==> config.mk <==
export PLATFORM = sky130hd
export DESIGN_NAME = vga_pixel_scanner_flat
export DESIGN_NICKNAME = d
export VERILOG_FILES = /design/src/rtl/vga_pixel_scanner_if.sv /design/src/rtl/vga_pixel_scanner.sv /design/src/flat_wrapper.sv
export SDC_FILE = /design/constraint.sdc
export NUM_CORES = 1
export LEC_CHECK = 0
export CAP_MARGIN = 20
export CORE_MARGIN = 2
export CORE_UTILIZATION = 50
export CTS_CLUSTER_SIZE = 20
export DETAILED_ROUTE_END_ITERATION = 8
export HOLD_SLACK_MARGIN = 0.08
export PLACE_DENSITY = 0.9
export REMOVE_ABC_BUFFERS = 1
export SKIP_LAST_GASP = 1
export SLEW_MARGIN = 20
export SYNTH_ARGS = -nofsm -noshare
export SYNTH_HDL_FRONTEND = slang
export SYNTH_SLANG_ARGS = --single-unit
==> constraint.sdc <==
create_clock -name clk -period 1.7 [get_ports clk]
set_input_delay 0.425 -clock clk [delete_from_list [all_inputs] [get_ports clk]]
set_output_delay 0.425 -clock clk [all_outputs]
set_load 0.02 [all_outputs]
==> src/rtl/vga_pixel_scanner_if.sv <==
// Pixel-scan bus between the scanner (master) and the screen objects (slave).
// The master drives positions, sync and blanking; the slave drives enable.
interface vga_pixel_scanner_if;
   logic        enable;
   logic [10:0] pixelX;
   logic [10:0] pixelY;
   logic        pixelEn;
   logic        visible;
   logic        hSync;
   logic        vSync;
   logic        blankN;
   logic        startOfFrame;

   modport master (
      input  enable,
      output pixelX,
      output pixelY,
      output pixelEn,
      output visible,
      output hSync,
      output vSync,
      output blankN,
      output startOfFrame
   );

   modport slave (
      output enable,
      input  pixelX,
      input  pixelY,
      input  pixelEn,
      input  visible,
      input  hSync,
      input  vSync,
      input  blankN,
      input  startOfFrame
   );
endinterface

==> src/rtl/vga_pixel_scanner.sv <==
// VGA raster scanner: divided pixel tick, h/v counters and a sync/blank
// delay line that aligns with the registered pixels the objects return.
module vga_pixel_scanner #(
   parameter int H_ACTIVE   = 640,
   parameter int H_FP       = 16,
   parameter int H_SYNC     = 96,
   parameter int H_BP       = 48,
   parameter int V_ACTIVE   = 480,
   parameter int V_FP       = 10,
   parameter int V_SYNC     = 2,
   parameter int V_BP       = 33,
   parameter int CLK_DIV    = 2,
   parameter int SYNC_DELAY = 2,
   parameter bit SYNC_POL   = 1'b0
) (
   input logic              clk,
   input logic              resetN,
   vga_pixel_scanner_if.master scan
);

   localparam int H_TOTAL = H_ACTIVE + H_FP + H_SYNC + H_BP;
   localparam int V_TOTAL = V_ACTIVE + V_FP + V_SYNC + V_BP;
   localparam int HS_ON   = H_ACTIVE + H_FP;
   localparam int HS_OFF  = HS_ON + H_SYNC;
   localparam int VS_ON   = V_ACTIVE + V_FP;
   localparam int VS_OFF  = VS_ON + V_SYNC;
   localparam int DW      = (CLK_DIV > 1) ? $clog2(CLK_DIV) : 1;

   logic [DW-1:0] div;
   logic [10:0]   h_cnt;
   logic [10:0]   v_cnt;
   logic          tick;
   logic          h_end;
   logic          v_end;
   logic          vis;
   logic          hs_raw;
   logic          vs_raw;
   logic          sof;
   logic [2:0]    raw;
   logic [2:0]    dly_out;

   assign tick  = scan.enable && (div == DW'(CLK_DIV - 1));
   assign h_end = (h_cnt == 11'(H_TOTAL - 1));
   assign v_end = (v_cnt == 11'(V_TOTAL - 1));

   assign vis = (h_cnt < 11'(H_ACTIVE)) &&
                (v_cnt < 11'(V_ACTIVE));

   assign hs_raw = (h_cnt >= 11'(HS_ON)) &&
                   (h_cnt <  11'(HS_OFF));

   assign vs_raw = (v_cnt >= 11'(VS_ON)) &&
                   (v_cnt <  11'(VS_OFF));

   assign raw = {hs_raw, vs_raw, vis};

   always_ff @(posedge clk or negedge resetN) begin
      if (!resetN) begin
         div <= '0;
      end else if (scan.enable) begin
         if (div == DW'(CLK_DIV - 1))
            div <= '0;
         else
            div <= div + DW'(1);
      end
   end

   always_ff @(posedge clk or negedge resetN) begin
      if (!resetN) begin
         h_cnt <= '0;
         v_cnt <= '0;
      end else if (tick) begin
         if (h_end) begin
            h_cnt <= '0;
            if (v_end)
               v_cnt <= '0;
            else
               v_cnt <= v_cnt + 11'd1;
         end else begin
            h_cnt <= h_cnt + 11'd1;
         end
      end
   end

   // Pulse coincides with the first clk the counters read (0,0).
   always_ff @(posedge clk or negedge resetN) begin
      if (!resetN)
         sof <= 1'b0;
      else
         sof <= tick && h_end && v_end;
   end

   generate
      if (SYNC_DELAY == 0) begin : g_pass
         assign dly_out = raw;
      end else begin : g_dly
         logic [2:0] stage [SYNC_DELAY];

         // Stages hold active-high flags; 0 is the inactive reset value.
         always_ff @(posedge clk or negedge resetN) begin
            if (!resetN) begin
               for (int i = 0; i < SYNC_DELAY; i++)
                  stage[i] <= 3'b000;
            end else if (tick) begin
               stage[0] <= raw;
               for (int i = 1; i < SYNC_DELAY; i++)
                  stage[i] <= stage[i-1];
            end
         end

         assign dly_out = stage[SYNC_DELAY-1];
      end
   endgenerate

   assign scan.pixelX       = h_cnt;
   assign scan.pixelY       = v_cnt;
   assign scan.pixelEn      = tick;
   assign scan.visible      = vis;
   assign scan.hSync        = dly_out[2] ? SYNC_POL : ~SYNC_POL;
   assign scan.vSync        = dly_out[1] ? SYNC_POL : ~SYNC_POL;
   assign scan.blankN       = dly_out[0];
   assign scan.startOfFrame = sof;

endmodule

==> src/flat_wrapper.sv <==
// flat-port wrapper written by rule: the top's interface ports become plain ports
module vga_pixel_scanner_flat 
#(
   parameter int H_ACTIVE   = 640,
   parameter int H_FP       = 16,
   parameter int H_SYNC     = 96,
   parameter int H_BP       = 48,
   parameter int V_ACTIVE   = 480,
   parameter int V_FP       = 10,
   parameter int V_SYNC     = 2,
   parameter int V_BP       = 33,
   parameter int CLK_DIV    = 2,
   parameter int SYNC_DELAY = 2,
   parameter bit SYNC_POL   = 1'b0
)
  (clk, resetN, scan_enable, scan_pixelX, scan_pixelY, scan_pixelEn, scan_visible, scan_hSync, scan_vSync, scan_blankN, scan_startOfFrame);
  vga_pixel_scanner_if scan_i ();
  input logic clk;
  input logic resetN;
  input wire logic [$bits(scan_i.enable)-1:0] scan_enable;
  output wire logic [$bits(scan_i.pixelX)-1:0] scan_pixelX;
  output wire logic [$bits(scan_i.pixelY)-1:0] scan_pixelY;
  output wire logic [$bits(scan_i.pixelEn)-1:0] scan_pixelEn;
  output wire logic [$bits(scan_i.visible)-1:0] scan_visible;
  output wire logic [$bits(scan_i.hSync)-1:0] scan_hSync;
  output wire logic [$bits(scan_i.vSync)-1:0] scan_vSync;
  output wire logic [$bits(scan_i.blankN)-1:0] scan_blankN;
  output wire logic [$bits(scan_i.startOfFrame)-1:0] scan_startOfFrame;
  assign scan_i.enable = scan_enable;
  assign scan_pixelX = scan_i.pixelX;
  assign scan_pixelY = scan_i.pixelY;
  assign scan_pixelEn = scan_i.pixelEn;
  assign scan_visible = scan_i.visible;
  assign scan_hSync = scan_i.hSync;
  assign scan_vSync = scan_i.vSync;
  assign scan_blankN = scan_i.blankN;
  assign scan_startOfFrame = scan_i.startOfFrame;
  vga_pixel_scanner #(.H_ACTIVE(H_ACTIVE), .H_FP(H_FP), .H_SYNC(H_SYNC), .H_BP(H_BP), .V_ACTIVE(V_ACTIVE), .V_FP(V_FP), .V_SYNC(V_SYNC), .V_BP(V_BP), .CLK_DIV(CLK_DIV), .SYNC_DELAY(SYNC_DELAY), .SYNC_POL(SYNC_POL)) u_core (.clk(clk), .resetN(resetN), .scan(scan_i));
endmodule
==> reports/results.ini <==
[clock_tree]
ctsHoldBuffers = 0
cts_num_sinks = 30
cts_buffer_depth = 2
clkLatencyLatePin_ns = 0.33
cts_tree = done
cts.clk_slew.worst_paths_ns = 0.09
root_buffer = clkbuf_4
cts_buffers = 5
cts_max_level = 2

[synthesis]
seq_area_frac_synth_pct = 51.59
yosysTopAreaCell = dfrtp_1
synth_area_um2 = 1455
ys_warn_count = 0
netlist-cell-type-count = 32
ys_ff_latch = 30
syn_inst = 143
avgSynthCellArea_um2 = 10.18
synthTopCellsByArea = dfrtp_1, nand2_1, xor2_1
yosys.area.top_type_share_pct = 51.59

[power_and_ir_drop]
share_comb_of_total_power_pct = 26.2
p_clk_share_pct = 24.0
switching_share_pct = 31.99
power.total_mw = 1.726
power_density_nw_per_um2 = 831.9
p_leak_nw = 1.099
peakVddDrop_v = 0.0009142
internal_power_mw = 1.174
p_switching_uw = 552.1
seqPwrFrac_pct = 49.8

[critical_path]
path_cells = and3_4 > nand2_2 > and4b_2 > buf_6
cp_num_cells = 4
max_stage_delay_ns = 0.39
crit_fanout = 2
worstSetupEndpointType = primary output
start_kind = register
required_ns = 1.27
crit_type = register to primary output
cp_top_family = simple AND/OR/NAND/NOR gates
cp.arrival_ns = 1.36
cp_slowest_cell = dfrtp_1
rr_worst_depth = 6
path_buf_inv = 1

[grt]
first_global_vias = 1301
grt_overflow_total = 0
grt_pass1_wl_mm = 6.072
grt_max_degree = 31
grt_usage_pct = 24.10
antenna_found_initial = 0

[outcome]
violations = negative setup slack
outcome = complete, but fails checks

[die]
die_height_um = 57.95
start_util_pct = 52.77
core-area_um2 = 2758
rows = 19
design.die.area_um2 = 3358
io_pins = 31
die_x_um = 57.95

[sta]
rsz0062_at_grt = yes
skew_ns = 0.006280
setup-violations-final = 2
slew_headroom_pct = 74.94
fin_crit_sh_pct = 105.3
timing.fmax_ghz = 0.5587
fin_ws_ns = -0.08986
min_period_ns = 1.790
worstMarginPinSlew_ns = 0.3759
fin_worst_hold_slack_ns = 0.4663
slew_violations = 0
hold_viol_final = 0

[detailed_routing]
vias_per_cell = 5.697
routed_wl_mm = 3.790
first_pass_iters = 5
dr.first_iter.drc_count = 60
wl_per_cell_um = 15.92
drc = 0
drtAntennaViolNets = 0
vias = 1356

[layout]
fin_nets = 214
layout-drive-gt1-share_pct = 24.64
diodes = 0
area_delta_synth_final_pct = 42.56

[placed_design]
gp_congestion = 0.8858
portBuffers = 30
hpwl_mm = 2.608
dpl_worst_slack_ns = -0.3848

[run]
cap_viol_max_count = 0

[min_path]
min_path_type = input pin to async pin

[area by class of cell]
| type | instances | area [µm²] |
|---|---|---|
| clock buffers | 6 | 51.30 |
| fillers | 184 | 683.2 |
| inverters | 9 | 33.78 |
| multi-input cells | 101 | 691.9 |
| flip-flops and latches | 30 | 750.7 |
| well taps | 31 | 38.79 |
| repair buffers | 61 | 508.0 |
[flip-flops by register name (all words and copies together) (netlist names)]
name,cells
u_core.scan.pixelX,11
u_core.scan.pixelY,11
u_core.dly_out,3
u_core.g_dly.stage,3
u_core.div,1
u_core.scan.startOfFrame,1
[cell families after synthesis]
family / share of synthesized area (%)
buf+inv: 3.955
fa+ha+maj: 2.580
xor+xnor: 7.223
simple gates: 22.79
flops: 51.59
mux: 0.7738
compound gates: 11.09
[per-stage QoR]
stage | TNS [ns] | utilization (%) | cells | area (µm²)
global route | -0.2099 | 75.23 | 238 | 2074
global placement | -3.653 | 70.19 | 223 | 1936
detailed placement | -4.123 | 70.19 | 223 | 1936
floorplan | -0.5954 | - | 140 | 1431
finish | -0.1107 | 75.23 | 238 | 2074
CTS | -0.2150 | 71.14 | 230 | 1962
[power by group through the flow]
stage          clock network (mW)  registers, mW  logic, mW
4_1_cts                     0.424          0.866      0.361
6_report                    0.414          0.860      0.452
5_1_grt                     0.453          0.873      0.486
3_3_place_gp                    0          0.874      0.388
2_1_floorplan                   0          0.928      0.138
3_5_place_dp                    0          0.881      0.404
[synthesized netlist by cell type (all sizes together)]
cell and number:
nor2b 1, nor2 7, nand3 11, a31oi 1, o31ai 6, o211ai 1, nand4 5, a21oi 2
o21ai 12, nor4b 1, mux2 1, and4bb 1, xnor2 5, xor2 7, a21o 2, inv 9
ha 3, a311oi 1, and4 4, nor4bb 2, and3 5, nand2 18, dfrtp 30, buf 3
and4b 1, nor3 3, o31a 1
[path summary, 6_finish.rpt]
path	start	endpoint	slack, ns
hold reg to reg	u_core.dly_out[0]	u_core.dly_out[0]	0.47
min in group clk	u_core.dly_out[0]	u_core.dly_out[0]	0.47
setup / recovery	u_core.scan.pixelY[6]	scan_visible	-0.09
setup reg to reg	u_core.scan.pixelX[10]	u_core.scan.pixelY[10]	0.08
hold / removal	resetN	u_core.scan.pixelX[6]	0.47
max in group asynchronous	resetN	u_core.dly_out[1]	0.95
[worst register-to-register path, cell delays in order (launching register included)]
cell	delay [ns]
dfrtp_1	0.40
buf_4	0.15
and4bb_1	0.30
nand4_1	0.17
buf_6	0.20
nor3_4	0.17
xor2_1	0.15
[per-layer routing]
metal | wire (µm) | vias to the layer above | global-route usage, % | part of all wire, %
met4 | 113 | 0 | 11.30 | 3.0
met2 | 1933 | 43 | 38.64 | 51
met3 | 171 | 14 | 7.366 | 4.5
met5 | 0 | - | 0 | 0
li1 | - | 639 | - | -
met1 | 1572 | 660 | 29.85 | 41
[placed cells by master (no fill, tap or decap), drive strengths merged, types with 3 or more instances in the layout]
| cell type | n |
|---|---|
| xor2 | 7 |
| buf | 33 |
| dlygate4sd2 | 25 |
| o21ai | 12 |
| o31ai | 6 |
| nor3 | 3 |
| xnor2 | 5 |
| nor2 | 7 |
| and3 | 5 |
| clkbuf | 6 |
| nand3 | 11 |
| dfrtp | 30 |
| inv | 9 |
| ha | 3 |
| nand2 | 18 |
| and4 | 4 |
| nand4 | 5 |
[timing repair]
item | 4_1_cts | 5_1_grt
setup buffers | 1 | 8
endpoints found under the setup margin | 31 | 12
pin swaps | 1 | 4
resized for setup | 35 | 14
Note: power is estimated with default switching activity, not from simulation.
